`src/rtl/inv_table_ctrl.sv`:
```
// inv_table_ctrl: arbitrates the single port of the 1024x36 reciprocal table RAM between two
//   round-robin read requesters, and runs full-table reloads from a streaming source.
// Latency: request grant is combinational. Read data returns 1 cycle after the grant.
// Backpressure: reqX_ready is low when the other side wins or while loading. ld_ready is high only in LOAD.
//   Responses cannot be stalled.
//
// Ports: clk/rst (sync, active-high); req0_*/req1_* read request + rsp0_*/rsp1_* response per requester;
//   ld_start/ld_valid/ld_data/ld_ready/ld_busy/ld_done reload stream; ram_we/ram_addr/ram_din/ram_dout table port.
// Optional: define INV_TABLE_CTRL_STATS_EN to add stat_grant0/stat_grant1/stat_stall saturating counters.
module inv_table_ctrl #(
    parameter int AW = 10,
    parameter int DW = 36
) (
    input  logic          clk,
    input  logic          rst,
    input  logic          req0_valid,
    input  logic [AW-1:0] req0_addr,
    output logic          req0_ready,
    output logic          rsp0_valid,
    output logic [DW-1:0] rsp0_data,
    input  logic          req1_valid,
    input  logic [AW-1:0] req1_addr,
    output logic          req1_ready,
    output logic          rsp1_valid,
    output logic [DW-1:0] rsp1_data,
    input  logic          ld_start,
    input  logic          ld_valid,
    input  logic [DW-1:0] ld_data,
    output logic          ld_ready,
    output logic          ld_busy,
    output logic          ld_done,
    output logic          ram_we,
    output logic [AW-1:0] ram_addr,
    output logic [DW-1:0] ram_din,
    input  logic [DW-1:0] ram_dout
`ifdef INV_TABLE_CTRL_STATS_EN
    ,
    output logic [15:0]   stat_grant0,
    output logic [15:0]   stat_grant1,
    output logic [15:0]   stat_stall
`endif
);

    typedef enum logic {RUN = 1'b0, LOAD = 1'b1} state_t;

    state_t        state, state_nxt;
    logic          rr, rr_nxt;          // 0: req0 wins a tie, 1: req1 wins a tie
    logic [AW-1:0] cnt, cnt_nxt;        // next table index to write during LOAD
    logic [AW-1:0] addr_q;              // last driven RAM address, held when idle
    logic          grant0, grant1;
    logic          last_word;

    always_comb begin
        state_nxt = state;
        rr_nxt    = rr;
        cnt_nxt   = cnt;
        grant0    = 1'b0;
        grant1    = 1'b0;
        last_word = 1'b0;
        ram_we    = 1'b0;
        ram_addr  = addr_q;
        ld_ready  = 1'b0;
        ld_busy   = 1'b0;
        case (state)
            RUN: begin
                if (req0_valid && (!req1_valid || !rr)) begin
                    grant0 = 1'b1;
                end else if (req1_valid) begin
                    grant1 = 1'b1;
                end
                if (grant0) begin
                    ram_addr = req0_addr;
                    rr_nxt   = 1'b1;
                end
                if (grant1) begin
                    ram_addr = req1_addr;
                    rr_nxt   = 1'b0;
                end
                // A grant in this cycle still completes: its data is read
                // before the first LOAD write can touch the table.
                if (ld_start) begin
                    state_nxt = LOAD;
                end
            end
            LOAD: begin
                ld_ready = 1'b1;
                ld_busy  = 1'b1;
                if (ld_valid) begin
                    ram_we   = 1'b1;
                    ram_addr = cnt;
                    cnt_nxt  = cnt + 1'b1;     // wraps to 0 after the last word
                    if (cnt == '1) begin
                        last_word = 1'b1;
                        state_nxt = RUN;
                    end
                end
            end
            default: state_nxt = RUN;
        endcase
    end

    assign req0_ready = grant0;
    assign req1_ready = grant1;
    assign ram_din    = ld_data;
    assign rsp0_data  = ram_dout;
    assign rsp1_data  = ram_dout;

    always_ff @(posedge clk) begin
        if (rst) begin
            state      <= RUN;
            rr         <= 1'b0;
            cnt        <= '0;
            addr_q     <= '0;
            rsp0_valid <= 1'b0;
            rsp1_valid <= 1'b0;
            ld_done    <= 1'b0;
        end else begin
            state      <= state_nxt;
            rr         <= rr_nxt;
            cnt        <= cnt_nxt;
            addr_q     <= ram_addr;
            rsp0_valid <= grant0;
            rsp1_valid <= grant1;
            ld_done    <= last_word;
        end
    end

`ifdef INV_TABLE_CTRL_STATS_EN
    logic stall_cyc;
    assign stall_cyc = (req0_valid && !grant0) || (req1_valid && !grant1);

    always_ff @(posedge clk) begin
        if (rst || ld_start) begin
            stat_grant0 <= '0;
            stat_grant1 <= '0;
            stat_stall  <= '0;
        end else begin
            if (grant0 && stat_grant0 != 16'hFFFF) stat_grant0 <= stat_grant0 + 16'd1;
            if (grant1 && stat_grant1 != 16'hFFFF) stat_grant1 <= stat_grant1 + 16'd1;
            if (stall_cyc && stat_stall != 16'hFFFF) stat_stall <= stat_stall + 16'd1;
        end
    end
`endif

endmodule
```
`config.mk`:
```
export PLATFORM = sky130hd
export DESIGN_NAME = inv_table_ctrl
export DESIGN_NICKNAME = d
export VERILOG_FILES = /design/src/rtl/inv_table_ctrl.sv
export SDC_FILE = /design/constraint.sdc
export NUM_CORES = 1
export LEC_CHECK = 0
export BUFFER_PORTS_ARGS = -buffer_cell sky130_fd_sc_hd__buf_4
export CORE_AREA = 2 2 88 90
export CTS_CLUSTER_SIZE = 10
export DETAILED_ROUTE_END_ITERATION = 6
export DIE_AREA = 0 0 90 92
export PLACE_DENSITY = 0.68
export SLEW_MARGIN = 30
export SYNTH_ARGS = -nofsm -noshare
export SYNTH_HDL_FRONTEND = slang
export SYNTH_SLANG_ARGS = --single-unit
```
`constraint.sdc`:
```
create_clock -name clk -period 1.61 [get_ports clk]
set_input_delay 0.2415 -clock clk [delete_from_list [all_inputs] [get_ports clk]]
set_output_delay 0.2415 -clock clk [all_outputs]
set_load 0.02 [all_outputs]
```
; After elaboration in Yosys (flattened, before gate mapping)
; Cells that the tools add are included.
[op_classes]
add_sub_neg = 1
n_eq_ne = 1
mux = 21
bitwise = 2
reduce_logical = 8
[op_table]
columns = op, count
row1 = 10-bit 2-to-1 mux, 3
row2 = 10-bit one-hot mux with 2 select lines, 1
row3 = 1-bit 2-to-1 mux, 16
row4 = 10-bit by 1-bit adder with 10-bit output (second input constant), 1
row5 = 10-bit equality test (second input constant), 1
row6 = 2-bit AND reduction, 2
row7 = 3-bit OR reduction, 1
row8 = 1-bit zero test, 2
row9 = 1-bit inverter, 2
row10 = 1-bit one-hot mux with 2 select lines, 1
row11 = 2-bit nonzero test, 1
row12 = 1-bit logical AND, 1
row13 = 1-bit logical OR, 1
[word_totals]
register_bits = 25
in_bits = 98
output_inout_bits = 126
word_cells = 40

; Longest topological paths before layout
[logic_depth]
ltp_word = 8
depth_mapped = 5
mapped_depth_nobuf = 5

; Worst setup path after synthesis
; OpenSTA, ideal clock, no wires.
[synth_path]
kind = flip-flop to flip-flop
from = register state
to = register addr_q[2]
setup_ns = 0.128
arrival_ns = 1.382
required_ns = 1.482
slack_ns = 0.100
path_stages_with_launch = 6
path_buffers = 1
synth_period_minus_slack_ns = 1.510
cell_sequence = dfxtp_1 > nor2b_1 > clkbuf_1 > a32oi_1 > o21ai_1 > nor2b_1
[synth_between]
elab_chain_len = 2
[synth_rtl]
columns = element, line_no
row1 = from (decl), 46  ; state_t state, state_nxt;
row2 = from (signal assigned), 118  ; state <= state_nxt;
row3 = 1-bit inverter, --
row4 = 10-bit one-hot mux with 2 select lines *, 64  ; case (state)
row5 = net ram_addr[2], 33  ; output logic [AW-1:0] ram_addr,
row6 = to (signal assigned), 121  ; addr_q <= ram_addr;
row7 = to (decl), 49  ; logic [AW-1:0] addr_q;
; Mark *: on every way through the listed nets, which the timed path passes. The rest lies on a longest branch.
; A chain may end at the register's enable or synchronous reset.

; Worst setup path in the final report
[layout_path]
from = register rr
to = output ram_addr[5]
[layout_between]
elab_chain_len = 8
elab_cells_between_ends = 10
cone_classes = mux: 7 / reduce/logical: 3
[layout_rtl]
columns = element, line_no
row1 = from (decl), 47  ; logic rr, rr_nxt;
row2 = from (signal assigned), 119  ; rr <= rr_nxt;
row3 = 1-bit zero test *, 66  ; if (req0_valid && (!req1_valid || !rr)) begin
row4 = 1-bit logical OR *, 66
row5 = 1-bit logical AND *, 66
row6 = 1-bit 2-to-1 mux, 66
row7 = 1-bit 2-to-1 mux, 64
row8 = 10-bit 2-to-1 mux, 71  ; if (grant0) begin
row9 = 10-bit 2-to-1 mux *, 75  ; if (grant1) begin
row10 = 10-bit one-hot mux with 2 select lines *, 64
row11 = to (decl), 33
; Mark *: on every way between the ends. The rest lies on a longest branch, timed or not. The select of a mux whose other input is x is not followed.

==> metrics.csv <==
metric,value,unit
f_max,609,MHz
leakage power,0.000793,uW
via count,1355,
initial antenna violation count,0,
dpl hpwl,3530,um
synth warn,0,
clock sinks,25,
Arrival @ worst endpoint,1.40,ns
minimum clock period,1.64,ns
WL final,4760,um
WS Path Type,flip-flop to output pin,
Least-Margin Pin Slew,0.271,ns
RePlAce Congestion,0.837,
unrepaired setup endpoints after global routing,true,
final worst path period share,102,%
Root Driver,clkbuf_8,
Worst Skew,0.00431,ns
I/O Buffers,43,
CP startpoint kind,flip-flop,
Starting Density,28.0,%
maximum buffer depth of the clock tree,2,
FP Rows,32,
Worst VDD drop,0.162,mV
share of the synthesized area in the top cell type,39.3,%
Tot Pwr,1440,uW
cell taking the most area after synthesis,buf_4,
status,"complete, but fails checks",
synthesis-to-finish area growth,-7.03,%
CTS H-Tree Depth,1,
vias in the first global route,1305,
violated checks,negative setup slack,
Clock power frac,27.1,%
Avg Synthesized Cell Area,8.40,um2
ys async rst share,0,%
setup ws final,-0.0308,ns
Gate Count Post-Synth,248,
Final ANT Viol Nets,0,
CTS Hold Buffers Added,0,
clk_lat worst skew,0.28,ns
Congestion Overflow GR,0,
vias per cell,4.62,
die width,90,um
ys flop type,dfxtp_1,
First DRT Iteration DRCs,122,
share of cells above drive strength 1,41.4,%
die area,8280,um2
crit-path max FO,6,
fin. max-slew vios,0,
Die Y,92,um
WL/cell,16.3,um
Syn Nets,347,
Placement Setup Slack,0.111,ns
Seq cells post-synth,25,
total CTS buffers,3,
combinational power share,26.9,%
max-cap viol count,0,
# DRC,0,
antenna cells,0,
Final Hold Fails,0,
post-synthesis cell type count,27,
net switching power,430,uW
global-route wire length before repair,7040,um
total negative slack,-0.172,ns
synth top area cells,"buf_4 39%, dfxtp_1 24%, a32oi_1 7.6%, mux2_1 4.9%, nor2b_1 4.2%",
Switching Fraction,29.9,%
detailed-router iteration count before antenna repair,4,
CTS tree,done,
P_int,1010,uW
PwrDens,743,nW/um2
Crit. End Element,output pin,
Nets,291,
Core Region,7450,um2
CP Data Required Time,1.37,ns
Worst Hold Class,primary input to flip-flop,
GRT Total Usage,10.9,%
clk slew on worst S/H paths,0.09,ns
sequential share of power,46.0,%
hold slack final,0.263,ns
sequential element share of the synthesized area,24.0,%
number of enable flip-flop cells after synthesis,0,
Mapped Area,2080,um2
"Setup violations, final",8,
Max-slew headroom,81.9,%
io pins,224,
largest net degree at the start of global routing,26,
[state kept, by name (all words and copies together) (netlist names)]
register    count
rsp0_valid      1
state           1
rr              1
ld_done         1
cnt            10
addr_q         10
rsp1_valid      1
[Yosys cell counts, drive strengths merged (3+ instances only)]
cell type and number:
a32oi 18, nor2b 14, o21ai 10, mux2 10, nor2 12, nand2 6, nand3 4, buf 111
dfxtp 25, nand2b 3, clkbuf 8, and4 3, xor2 7
[routing by layer]
metal / global-route usage [%] / vias to the layer above / routed length, um
li1: - / 618 / -
met1: 12.5 / 606 / 1740
met2: 15.5 / 75 / 2120
met3: 2.96 / 56 / 527
met4: 11.9 / 0 / 369
met5: 0 / - / 0
[path summary, 6_finish.rpt]
path | startpoint | endpoint | slack (ns) | cells past startpoint
setup / recovery | rr | ram_addr[5] | -0.03 | 5
hold / removal | req1_valid | rr | 0.26 | 2
setup reg to reg | state | cnt[6] | 0.27 | 5
hold reg to reg | rr | rr | 0.49 | 1
[stage by stage]
step                      util, %  cells  cell area (um2)
after global routing         26.0    293             1940
after floorplan                 -    248             2080
after CTS                    24.7    288             1840
after global placement       23.5    284             1750
after detailed placement     23.5    284             1750
final                        26.0    293             1940
[power groups by stage]
stage	Combinational (uW)	Clock (uW)	Sequential (uW)
global route	415	433	665
floorplan	567	0	679
global placement	345	0	676
finish	387	389	661
CTS	365	401	663
detailed placement	349	0	676
[layout make-up]
cell class,count,area (um2)
clock buffer,3,41.3
clock inverter,1,7.51
fill,825,5510
inverter,1,3.75
multi-input combinational,103,783
sequential,25,514
tap,102,128
timing repair buffer,58,458
[cell usage in the layout (no fill, tap or decap), types with 4 or more instances in the layout]
cell type  count
buf_4         52
buf_6          6
a32oi_1       15
dfxtp_1       20
nand3_1        4
nor2b_1       13
mux2_1         8
xor2_1         7
o21ai_1        7
nand2_1        5
nor2_1        12
[critical path: stages, from the launching register on]
cell and delay, ns:
dfxtp_2 0.35, nand2b_4 0.18, buf_6 0.14, a32oi_2 0.22, o21ai_2 0.11, buf_6 0.14
[cells by family (layout without fill, tap and decap cells)]
family / after synthesis / count (layout) / synth area share [%]
xor gates and xnor gates: 8 / 8 / 3.37
muxes: 11 / 11 / 5.89
adders and majority gates: 1 / 1 / 0.601
buffers and inverters: 120 / 63 / 41.4
DFF: 25 / 25 / 24.0
AOI/OAI and AO/OA: 34 / 34 / 12.0
and+or+nand+nor: 49 / 49 / 12.7
[repair_timing]
action / 4_1_cts / 5_1_grt
resized for setup: 12 / 16
setup endpoints to repair: 10 / 10
buffers inserted: 0 / 5
pin swaps: 3 / 5
(Power assumes the default switching activity.)
